--- config.mk ---
export PLATFORM = sky130hd
export DESIGN_NAME = multicycle_control
export DESIGN_NICKNAME = d
export VERILOG_FILES = /design/src/rtl/cpu_ctrl_pkg.sv /design/src/rtl/instr_class_decode.sv /design/src/rtl/multicycle_control.sv
export SDC_FILE = /design/constraint.sdc
export NUM_CORES = 1
export LEC_CHECK = 0
export ABC_AREA = 1
export BUFFER_PORTS_ARGS = -buffer_cell sky130_fd_sc_hd__buf_2
export CORE_ASPECT_RATIO = 1.25
export CORE_MARGIN = 4
export CORE_UTILIZATION = 40
export CTS_CLUSTER_SIZE = 30
export DETAILED_ROUTE_END_ITERATION = 12
export GPL_TIMING_DRIVEN = 0
export PLACE_DENSITY = 0.8
export SLEW_MARGIN = 20
export SYNTH_ARGS = -nofsm -noshare
export SYNTH_HDL_FRONTEND = slang
export SYNTH_SLANG_ARGS = --single-unit
--- constraint.sdc ---
create_clock -name clk -period 1.65 [get_ports clk]
set_input_delay 0.165 -clock clk [delete_from_list [all_inputs] [get_ports clk]]
set_output_delay 0.165 -clock clk [all_outputs]
set_load 0.02 [all_outputs]
--- src/rtl/cpu_ctrl_pkg.sv ---
// cpu_ctrl_pkg: shared types and constants for the multi-cycle LEGv8
// controller. It holds the state and instruction-class enums, the 11-bit
// opcode casez patterns (instr[31:21]), the ALU operation codes, and the
// ALU source and transfer-size encodings.
package cpu_ctrl_pkg;

  typedef enum logic [2:0] {
    ST_FETCH     = 3'd0,
    ST_DECODE    = 3'd1,
    ST_EXECUTE   = 3'd2,
    ST_MEMORY    = 3'd3,
    ST_WRITEBACK = 3'd4
  } state_e;

  // Byte and doubleword transfers share one class and are told apart by
  // the is_byte flag from the decoder.
  typedef enum logic [3:0] {
    CLS_B,
    CLS_BLT,
    CLS_CBZ,
    CLS_ADDI,
    CLS_ADDS,
    CLS_SUBS,
    CLS_MOVZ,
    CLS_MOVK,
    CLS_LDUR,
    CLS_STUR,
    CLS_ILLEGAL
  } instr_class_e;

  // Opcode patterns on instr[31:21]. In a casez match, '?' bits are don't-care.
  localparam logic [10:0] OP_B     = 11'b000101?????;
  localparam logic [10:0] OP_BCOND = 11'b01010100???;
  localparam logic [10:0] OP_CBZ   = 11'b10110100???;
  localparam logic [10:0] OP_ADDI  = 11'b1001000100?;
  localparam logic [10:0] OP_ADDS  = 11'b10101011000;
  localparam logic [10:0] OP_SUBS  = 11'b11101011000;
  localparam logic [10:0] OP_MOVZ  = 11'b110100101??;
  localparam logic [10:0] OP_MOVK  = 11'b111100101??;
  localparam logic [10:0] OP_LDUR  = 11'b11111000010;
  localparam logic [10:0] OP_STUR  = 11'b11111000000;
  localparam logic [10:0] OP_LDURB = 11'b00111000010;
  localparam logic [10:0] OP_STURB = 11'b00111000000;

  localparam logic [2:0] ALU_PASS_B = 3'b000;
  localparam logic [2:0] ALU_ADD    = 3'b010;
  localparam logic [2:0] ALU_SUB    = 3'b011;

  localparam logic [1:0] ALU_SRC_REG    = 2'b00;
  localparam logic [1:0] ALU_SRC_DADDR9 = 2'b01;
  localparam logic [1:0] ALU_SRC_IMM12  = 2'b10;

  localparam logic [3:0] XFER_SIZE_DWORD = 4'b1000;
  localparam logic [3:0] XFER_SIZE_BYTE  = 4'b0001;

endpackage

--- src/rtl/instr_class_decode.sv ---
// instr_class_decode: combinational opcode classifier.
//   opcode  in  11  instr[31:21]
//   cls     out     instruction class (CLS_ILLEGAL when nothing matches)
//   is_byte out  1  1 for LDURB/STURB
module instr_class_decode
  import cpu_ctrl_pkg::*;
(
  input  logic [10:0]  opcode,
  output instr_class_e cls,
  output logic         is_byte
);

  always_comb begin
    cls     = CLS_ILLEGAL;
    is_byte = 1'b0;
    casez (opcode)
      OP_B:     cls = CLS_B;
      OP_BCOND: cls = CLS_BLT;
      OP_CBZ:   cls = CLS_CBZ;
      OP_ADDI:  cls = CLS_ADDI;
      OP_ADDS:  cls = CLS_ADDS;
      OP_SUBS:  cls = CLS_SUBS;
      OP_MOVZ:  cls = CLS_MOVZ;
      OP_MOVK:  cls = CLS_MOVK;
      OP_LDUR:  cls = CLS_LDUR;
      OP_STUR:  cls = CLS_STUR;
      OP_LDURB: begin
        cls     = CLS_LDUR;
        is_byte = 1'b1;
      end
      OP_STURB: begin
        cls     = CLS_STUR;
        is_byte = 1'b1;
      end
      default:  cls = CLS_ILLEGAL;
    endcase
  end

endmodule

--- src/rtl/multicycle_control.sv ---
// multicycle_control: sequencing controller for the multi-cycle LEGv8
// datapath. It steps each instruction through FETCH, DECODE, EXECUTE,
// MEMORY and WRITEBACK, and drives the datapath enables and selects.
//   clk, reset (async, active-high)
//   instr[31:21] decoded; zero/negative/overflow feed the branch decisions
//   mem_ready    data-memory acknowledge, honoured only in MEMORY
//   outputs      ir_write, pc_write, br_taken, uncond_br, reg2loc, alu_src,
//                alu_cntrl, flag_write, reg_write, mem_to_reg, movz, movk,
//                mem_write, read_enable, xfer_size, illegal (sticky), state
// Optional: `define MULTICYCLE_PERF_EN adds the 32-bit cycle_count and
// instr_count outputs.
module multicycle_control
  import cpu_ctrl_pkg::*;
(
  input  logic        clk,
  input  logic        reset,
  input  logic [31:0] instr,
  input  logic        zero,
  input  logic        negative,
  input  logic        overflow,
  input  logic        mem_ready,
  output logic        ir_write,
  output logic        pc_write,
  output logic        br_taken,
  output logic        uncond_br,
  output logic        reg2loc,
  output logic [1:0]  alu_src,
  output logic [2:0]  alu_cntrl,
  output logic        flag_write,
  output logic        reg_write,
  output logic        mem_to_reg,
  output logic        movz,
  output logic        movk,
  output logic        mem_write,
  output logic        read_enable,
  output logic [3:0]  xfer_size,
  output logic        illegal,
  output logic [2:0]  state
`ifdef MULTICYCLE_PERF_EN
  ,
  output logic [31:0] cycle_count,
  output logic [31:0] instr_count
`endif
);

  state_e       state_q, state_d;
  logic         illegal_q, illegal_d;
  instr_class_e cls;
  logic         is_byte;

  // Only the opcode field is decoded here.
  logic unused_instr_bits;
  assign unused_instr_bits = ^instr[20:0];

  instr_class_decode u_decode (
    .opcode  (instr[31:21]),
    .cls     (cls),
    .is_byte (is_byte)
  );

  always_comb begin
    state_d   = state_q;
    illegal_d = illegal_q;
    case (state_q)
      ST_FETCH:   state_d = ST_DECODE;
      ST_DECODE:  state_d = ST_EXECUTE;
      ST_EXECUTE: begin
        case (cls)
          CLS_B, CLS_BLT, CLS_CBZ:                     state_d = ST_FETCH;
          CLS_ADDI, CLS_ADDS, CLS_SUBS,
          CLS_MOVZ, CLS_MOVK:                          state_d = ST_WRITEBACK;
          CLS_LDUR, CLS_STUR:                          state_d = ST_MEMORY;
          default: begin
            state_d   = ST_FETCH;
            illegal_d = 1'b1;
          end
        endcase
      end
      ST_MEMORY: begin
        if (mem_ready) begin
          state_d = (cls == CLS_LDUR) ? ST_WRITEBACK : ST_FETCH;
        end
      end
      ST_WRITEBACK: state_d = ST_FETCH;
      default:      state_d = ST_FETCH;
    endcase
  end

  always_ff @(posedge clk or posedge reset) begin
    if (reset) begin
      state_q   <= ST_FETCH;
      illegal_q <= 1'b0;
    end else begin
      state_q   <= state_d;
      illegal_q <= illegal_d;
    end
  end

  // Control outputs are decoded from the current state rather than
  // registered: branch outcomes follow the live zero/flag inputs in EXECUTE,
  // and every strobe must drop the moment reset asserts.
  always_comb begin
    ir_write    = 1'b0;
    pc_write    = 1'b0;
    br_taken    = 1'b0;
    uncond_br   = 1'b0;
    reg2loc     = 1'b0;
    alu_src     = ALU_SRC_REG;
    alu_cntrl   = ALU_PASS_B;
    flag_write  = 1'b0;
    reg_write   = 1'b0;
    mem_to_reg  = 1'b0;
    movz        = 1'b0;
    movk        = 1'b0;
    mem_write   = 1'b0;
    read_enable = 1'b0;
    xfer_size   = '0;
    if (!reset) begin
      case (state_q)
        ST_FETCH:  ir_write = 1'b1;
        ST_DECODE: reg2loc  = (cls == CLS_ADDS) || (cls == CLS_SUBS);
        ST_EXECUTE: begin
          case (cls)
            CLS_B: begin
              pc_write  = 1'b1;
              br_taken  = 1'b1;
              uncond_br = 1'b1;
            end
            CLS_BLT: begin
              pc_write = 1'b1;
              br_taken = negative ^ overflow;
            end
            CLS_CBZ: begin
              alu_cntrl = ALU_PASS_B;
              pc_write  = 1'b1;
              br_taken  = zero;
            end
            CLS_ADDI: begin
              alu_src   = ALU_SRC_IMM12;
              alu_cntrl = ALU_ADD;
            end
            CLS_ADDS: begin
              alu_cntrl  = ALU_ADD;
              flag_write = 1'b1;
            end
            CLS_SUBS: begin
              alu_cntrl  = ALU_SUB;
              flag_write = 1'b1;
            end
            CLS_MOVZ, CLS_MOVK: ;
            CLS_LDUR, CLS_STUR: begin
              alu_src   = ALU_SRC_DADDR9;
              alu_cntrl = ALU_ADD;
            end
            default: pc_write = 1'b1;
          endcase
        end
        ST_MEMORY: begin
          xfer_size   = is_byte ? XFER_SIZE_BYTE : XFER_SIZE_DWORD;
          read_enable = (cls == CLS_LDUR);
          mem_write   = (cls == CLS_STUR);
          pc_write    = (cls == CLS_STUR) && mem_ready;
        end
        ST_WRITEBACK: begin
          reg_write  = 1'b1;
          pc_write   = 1'b1;
          mem_to_reg = (cls == CLS_LDUR);
          movz       = (cls == CLS_MOVZ);
          movk       = (cls == CLS_MOVK);
        end
        default: ;
      endcase
    end
  end

  assign illegal = illegal_q;
  assign state   = state_q;

`ifdef MULTICYCLE_PERF_EN
  logic [31:0] cycle_count_q, cycle_count_d;
  logic [31:0] instr_count_q, instr_count_d;

  always_comb begin
    cycle_count_d = cycle_count_q + 32'd1;
    instr_count_d = instr_count_q + {31'd0, pc_write};
  end

  always_ff @(posedge clk or posedge reset) begin
    if (reset) begin
      cycle_count_q <= '0;
      instr_count_q <= '0;
    end else begin
      cycle_count_q <= cycle_count_d;
      instr_count_q <= instr_count_d;
    end
  end

  assign cycle_count = cycle_count_q;
  assign instr_count = instr_count_q;
`endif

endmodule

After elaboration in Yosys (flattened, before gate mapping). Index checks and enable logic that the tools add are counted.

Register bits: 4. Bits in latches: 0. Bits in writable memories: 0. ROM bits: 0. Output and inout bits: 25. Word-level logic and storage cells: 87. Memories kept: 0.

$add $sub $neg: 0. Multiply operators: 0. Div/mod/pow operators: 0. Order comparisons: 0. Eq/ne operators: 26. Shift-type cells: 0. Muxes and demuxes: 43. Bitwise operators: 2. Reduce and logical (&&, ||, !) cells: 14.

Operators with widths (number): == test 11 bit (second input constant) (4); one-hot mux 4 bit (10 select lines) (1); two-way mux 1 bit (27); == test 11 x 9 -> 1 bit (second input constant) (2); == test 9 bit (second input constant) (2); == test 4 x 3 -> 1 bit (second input constant) (4); two-way mux 4 bit (3); one-hot mux 3 bit (4 select lines) (1); == test 10 bit (second input constant) (1); OR reduction 10 bit (1); OR reduction 2 bit (5); == test 4 x 2 -> 1 bit (second input constant) (2); == test 4 bit (second input constant) (2); == test 8 x 7 -> 1 bit (second input constant) (1); == test 8 bit (second input constant) (1); two-way mux 2 bit (4); one-hot mux 2 bit (2 select lines) (2); OR reduction 7 bit (1); == test 3 x 2 -> 1 bit (second input constant) (2); == test 6 x 3 -> 1 bit (second input constant) (1); two-way mux 3 bit (2); one-hot mux 1 bit (3 select lines) (2); one-hot mux 3 bit (2 select lines) (1); OR reduction 5 bit (1); 12 further kinds (12).

Depth between registers and ports, before layout.
Depth in word-level cells: 8. Depth in mapped cells: 12.

By module. From an unflattened synthesis, not the netlist that was laid out.

Cell total of the unflattened synthesis: 157. Area, all modules: 763.2 µm².

Modules (own cells, without submodules): multicycle_control (times used 1, cells each 82, area an instance 449.2 µm², sequential area each 100.1 µm²); instr_class_decode (times used 1, cells each 75, area an instance 314.1 µm², sequential area each 0.0 µm²).

Worst setup path after synthesis. OpenSTA, ideal clock, no wires.

Kind: register to output. Start: register state_q[0] (netlist: state[0]). End: output port movz. Data arrival time: 1707 ps. Data required time: 1485 ps. Slack: -222 ps. Stages on the path, launching flop included: 6. Path buffers: 0. Path through: dfrtp_1 > nor2_1 > nand2_1 > nor2_1 > nand2_1 > nor3_1.

Word-level cells in the longest chain between the ends: 3.

Ends and longest elaborated chain: from (decl) (RTL line multicycle_control.sv:46) `state_e state_q, state_d;`; from (signal assigned) (RTL line multicycle_control.sv:94) `state_q <= state_d;`; == test 3 bit (RTL line multicycle_control.sv:119) `case (state_q)`; two-way mux 1 bit (RTL line multicycle_control.sv:119); two-way mux 1 bit (RTL line multicycle_control.sv:118) `if (!reset) begin`; to (decl) (RTL line multicycle_control.sv:32) `output logic movz,`.

Every way passes these cells.

Worst setup path in the final report.
Start: register state_q[2] (netlist: state[2]). End: output port alu_cntrl[1].

Word-level cells in the longest chain between the ends: 3.

Ends and longest elaborated chain: == test 3 x 2 -> 1 bit (RTL line multicycle_control.sv:119); two-way mux 2 bit (RTL line multicycle_control.sv:119); two-way mux 2 bit (RTL line multicycle_control.sv:118); to (decl) (RTL line multicycle_control.sv:28) `output logic [2:0] alu_cntrl,`.

Every way passes these cells.

==> flow_metrics.env <==
export IMPL_outcome="finished, violations left"
export IMPL_violations="negative setup slack"
export IMPL_worst_path_stages=8
export IMPL_relSlewSlack=0.638
export IMPL_reg2reg_from="state[2]$_DFFE_PP0P_"
export IMPL_cp_startpoint="state[2]$_DFFE_PP0P_"
export IMPL_die_w_um=49.3
export IMPL_final_util=0.644
export IMPL_grt_pass1_vias=996
export IMPL_clock_sinks=4
export IMPL_placed_area_um2=1090
export IMPL_postSynthAreaPerCell_um2=5.44
export IMPL_cts_tree="built"
export IMPL_critical_path_cell_chain="nor3_4 > buf_4 > buf_6 > nand4_4 > nand2_1 > inv_1 > nand2_2 > buf_6"
export IMPL_finalSetupViolCount=6
export IMPL_pwr_share_seq=0.207
export IMPL_finalWorstSetupSlack_ps=-80.8
export IMPL_finalClockSkew_ps=4.17
export IMPL_area_growth_pct=51.1
export IMPL_path_class="reg -> out"
export IMPL_ys_ff_latch=4
export IMPL_tns_ps=-298
export IMPL_power_leakage_nw=0.691
export IMPL_finalCritPeriodShare=1.05
export IMPL_core_area_um2=2000
export IMPL_yosys_warnings=0
export IMPL_vias=1131
export IMPL_ios=63
export IMPL_timing_fmax_mhz=578
export IMPL_dieArea_um2=2940
export IMPL_cp_start_kind="flip-flop"
export IMPL_synth_area_leaders="nand2_1 17%, dfrtp_1 12%, nor2_1 11%, inv_1 11%, nand3_1 8.8%"
export IMPL_ant_nets=0
export IMPL_p_sw_w=0.000384
export IMPL_worst_hold_slack_ps=90.8
export IMPL_clk_pin_slew_ps=40
export IMPL_start_util=0.426
export IMPL_place_congestion=0.796
export IMPL_clk_latency_ps=240
export IMPL_power_frac_clock=0.152
export IMPL_endpoint_kind="output pin"
export IMPL_crit_top_cell="buf_6"
export IMPL_fin_area_um2=1290
export IMPL_finalMaxSlewViolations=0
export IMPL_drc=0
export IMPL_irDropWorstVdd_mv=0.354
export IMPL_final_hold_violation_count=0
export IMPL_drtPass1Iterations=4
export IMPL_synth_area_um2=855
export IMPL_grt_first_pass_wirelength_um=4110
export IMPL_min_period_ps=1730
export IMPL_cp_slowest_stage_delay_ps=420
export IMPL_cts_root_buf="clkbuf_4"
export IMPL_cap_viol_max_count=0
export IMPL_first_iter_violations=13
export IMPL_rsz0062_at_grt="yes"
export IMPL_synth_cell_types=28
export IMPL_slowest_stage="dfrtp_2"
export IMPL_synthCells=157
export IMPL_yosysSeqAreaShare=0.117
export IMPL_ff2ff_path_depth=5
export IMPL_worst_path_buf_inv=4
export IMPL_grt_max_degree=11
export IMPL_p_comb_frac=0.641
export IMPL_cts_buffer_depth=2
export IMPL_p_sw_frac=0.490
export IMPL_cts_buffers=3
export IMPL_row_count=18
export IMPL_drive_gt1_frac=0.498
export IMPL_regToRegSetupSlack_ps=430
export IMPL_antenna_found_initial=0
export IMPL_power_internal_w=0.000400
export IMPL_hpwl_um=1940
export IMPL_power_density_nw_per_um2=607
export IMPL_synth_top_area_share=0.167
export IMPL_place_inst=216
export IMPL_nNetsFinal=247
export IMPL_wl_um=2650
export IMPL_grtUsageTotal=0.177
export IMPL_portBuffers=37
export IMPL_crit_arrival_ps=1570
export IMPL_grt_ovfl_total=0
export IMPL_htreeDepth=1
export IMPL_holdCritPathClass="in -> async"
export IMPL_worst_path_max_fanout=3
export IMPL_post_synth_top_area_cell="nand2_1"
export IMPL_worst_pin_slew_ps=543
export IMPL_insertedDiodeCount=0
export IMPL_vias_per_cell=4.98
export IMPL_critPathTopFamily="simple AND/OR/NAND/NOR gates"
export IMPL_worstPathRequired_ps=1480
export IMPL_hold_buffers=0
export IMPL_cp_endpoint="alu_cntrl[1]"
export IMPL_fp_dieH_um=59.7
export IMPL_routedWlPerCell_um=11.7
export IMPL_fin_cells=227
export IMPL_reg2reg_to="state[2]$_DFFE_PP0P_"
## sequential cells by signal (all words and copies together), names as in the netlist
| name | count |
|---|---|
| state | 3 |
| illegal | 1 |
## synth_stat cells (all sizes together)
library cell  count
nand2            43
nor2             34
inv              30
nand3            18
a21oi             7
dfrtp             4
nor3              4
buf               3
nand4             3
nor4              2
o21ai             2
and2              1
clkbuf            1
conb              1
o21bai            1
o31ai             1
or2               1
xnor2             1
## how the worst min path moves through the flow
stage	start	endpoint	slack (ps)	cells past startpoint
global placement	reset	illegal$_DFFE_PP0P_	280	2
detailed placement	reset	state[0]$_DFFE_PP0P_	290	2
global route	reset	state[0]$_DFFE_PP0P_	130	2
floorplan	reset	illegal$_DFFE_PP0P_	190	2
finish	reset	state[0]$_DFFE_PP0P_	90	2
CTS	reset	state[0]$_DFFE_PP0P_	60	2
## what timing repair did
action	CTS	global route
buffers inserted	5	3
pin swaps	3	8
resized for setup	10	29
endpoints found under the setup margin	6	14
## cell type report
cell class              count  area, µm²
inverters                  30        113
plain buffers               4       26.3
fillers                   189        713
repair buffers             45        277
clock buffers               3       22.5
flip-flops and latches      4        101
multi-input cells         121        727
well taps                  20       25.0
## layer usage
metal | vias to the layer above | part of all wire | GRT usage
met1 | 498 | 0.37 | 0.184
met3 | 13 | 0.055 | 0.0249
met4 | 0 | 0.040 | 0.0732
li1 | 578 | - | -
met2 | 42 | 0.54 | 0.352
met5 | - | 0 | 0
## cells by family (layout without fill, tap and decap cells)
logic type      after synthesis  after routing  share of synthesized area
buf+inv                      34             82                      0.163
flops                         4              4                      0.117
compound gates               11             11                     0.0791
other cells                   1              3                    0.00439
xor+xnor                      1              1                     0.0103
simple gates                106            106                      0.627
## cells in the final DEF (no fill, tap or decap), types with 2 or more instances in the layout
cell / Yosys / layout
a21oi_1: 6 / 4
a21oi_2: 1 / 2
buf_2: 0 / 29
buf_4: 3 / 16
buf_6: 0 / 3
clkbuf_4: 0 / 3
conb_1: 1 / 3
dfrtp_1: 4 / 3
inv_1: 24 / 21
inv_2: 6 / 9
nand2_1: 38 / 31
nand2_2: 3 / 10
nand2_4: 2 / 2
nand3_1: 15 / 13
nand3_2: 2 / 4
nand4_1: 2 / 2
nor2_1: 26 / 17
nor2_2: 6 / 10
nor2_4: 2 / 7
nor3_1: 3 / 2
nor4_1: 2 / 2
o21ai_0: 2 / 2
## through the flow
stage          power [W]  worst slack (ps)
6_report        0.000784             -80.8
5_1_grt         0.000842              -161
4_1_cts         0.000719             -40.8
3_5_place_dp    0.000530              26.7
3_3_place_gp    0.000524              61.0
2_1_floorplan   0.000419              7.75
## power by group through the flow
stage          logic (W)  registers (W)  clock network [W]
2_1_floorplan   0.000236       0.000183                  0
3_3_place_gp    0.000364       0.000160                  0
3_5_place_dp    0.000369       0.000161                  0
4_1_cts         0.000440       0.000158           0.000122
5_1_grt         0.000547       0.000164           0.000131
6_report        0.000503       0.000162           0.000120
## worst reg2reg max path: stages (launching register included)
cell     delay (ps)
dfrtp_2         420
inv_1           140
nand3_2         110
or2_2           320
nand2_1          70
a21oi_1          40
No activity file was read; power rests on OpenSTA's default activity.
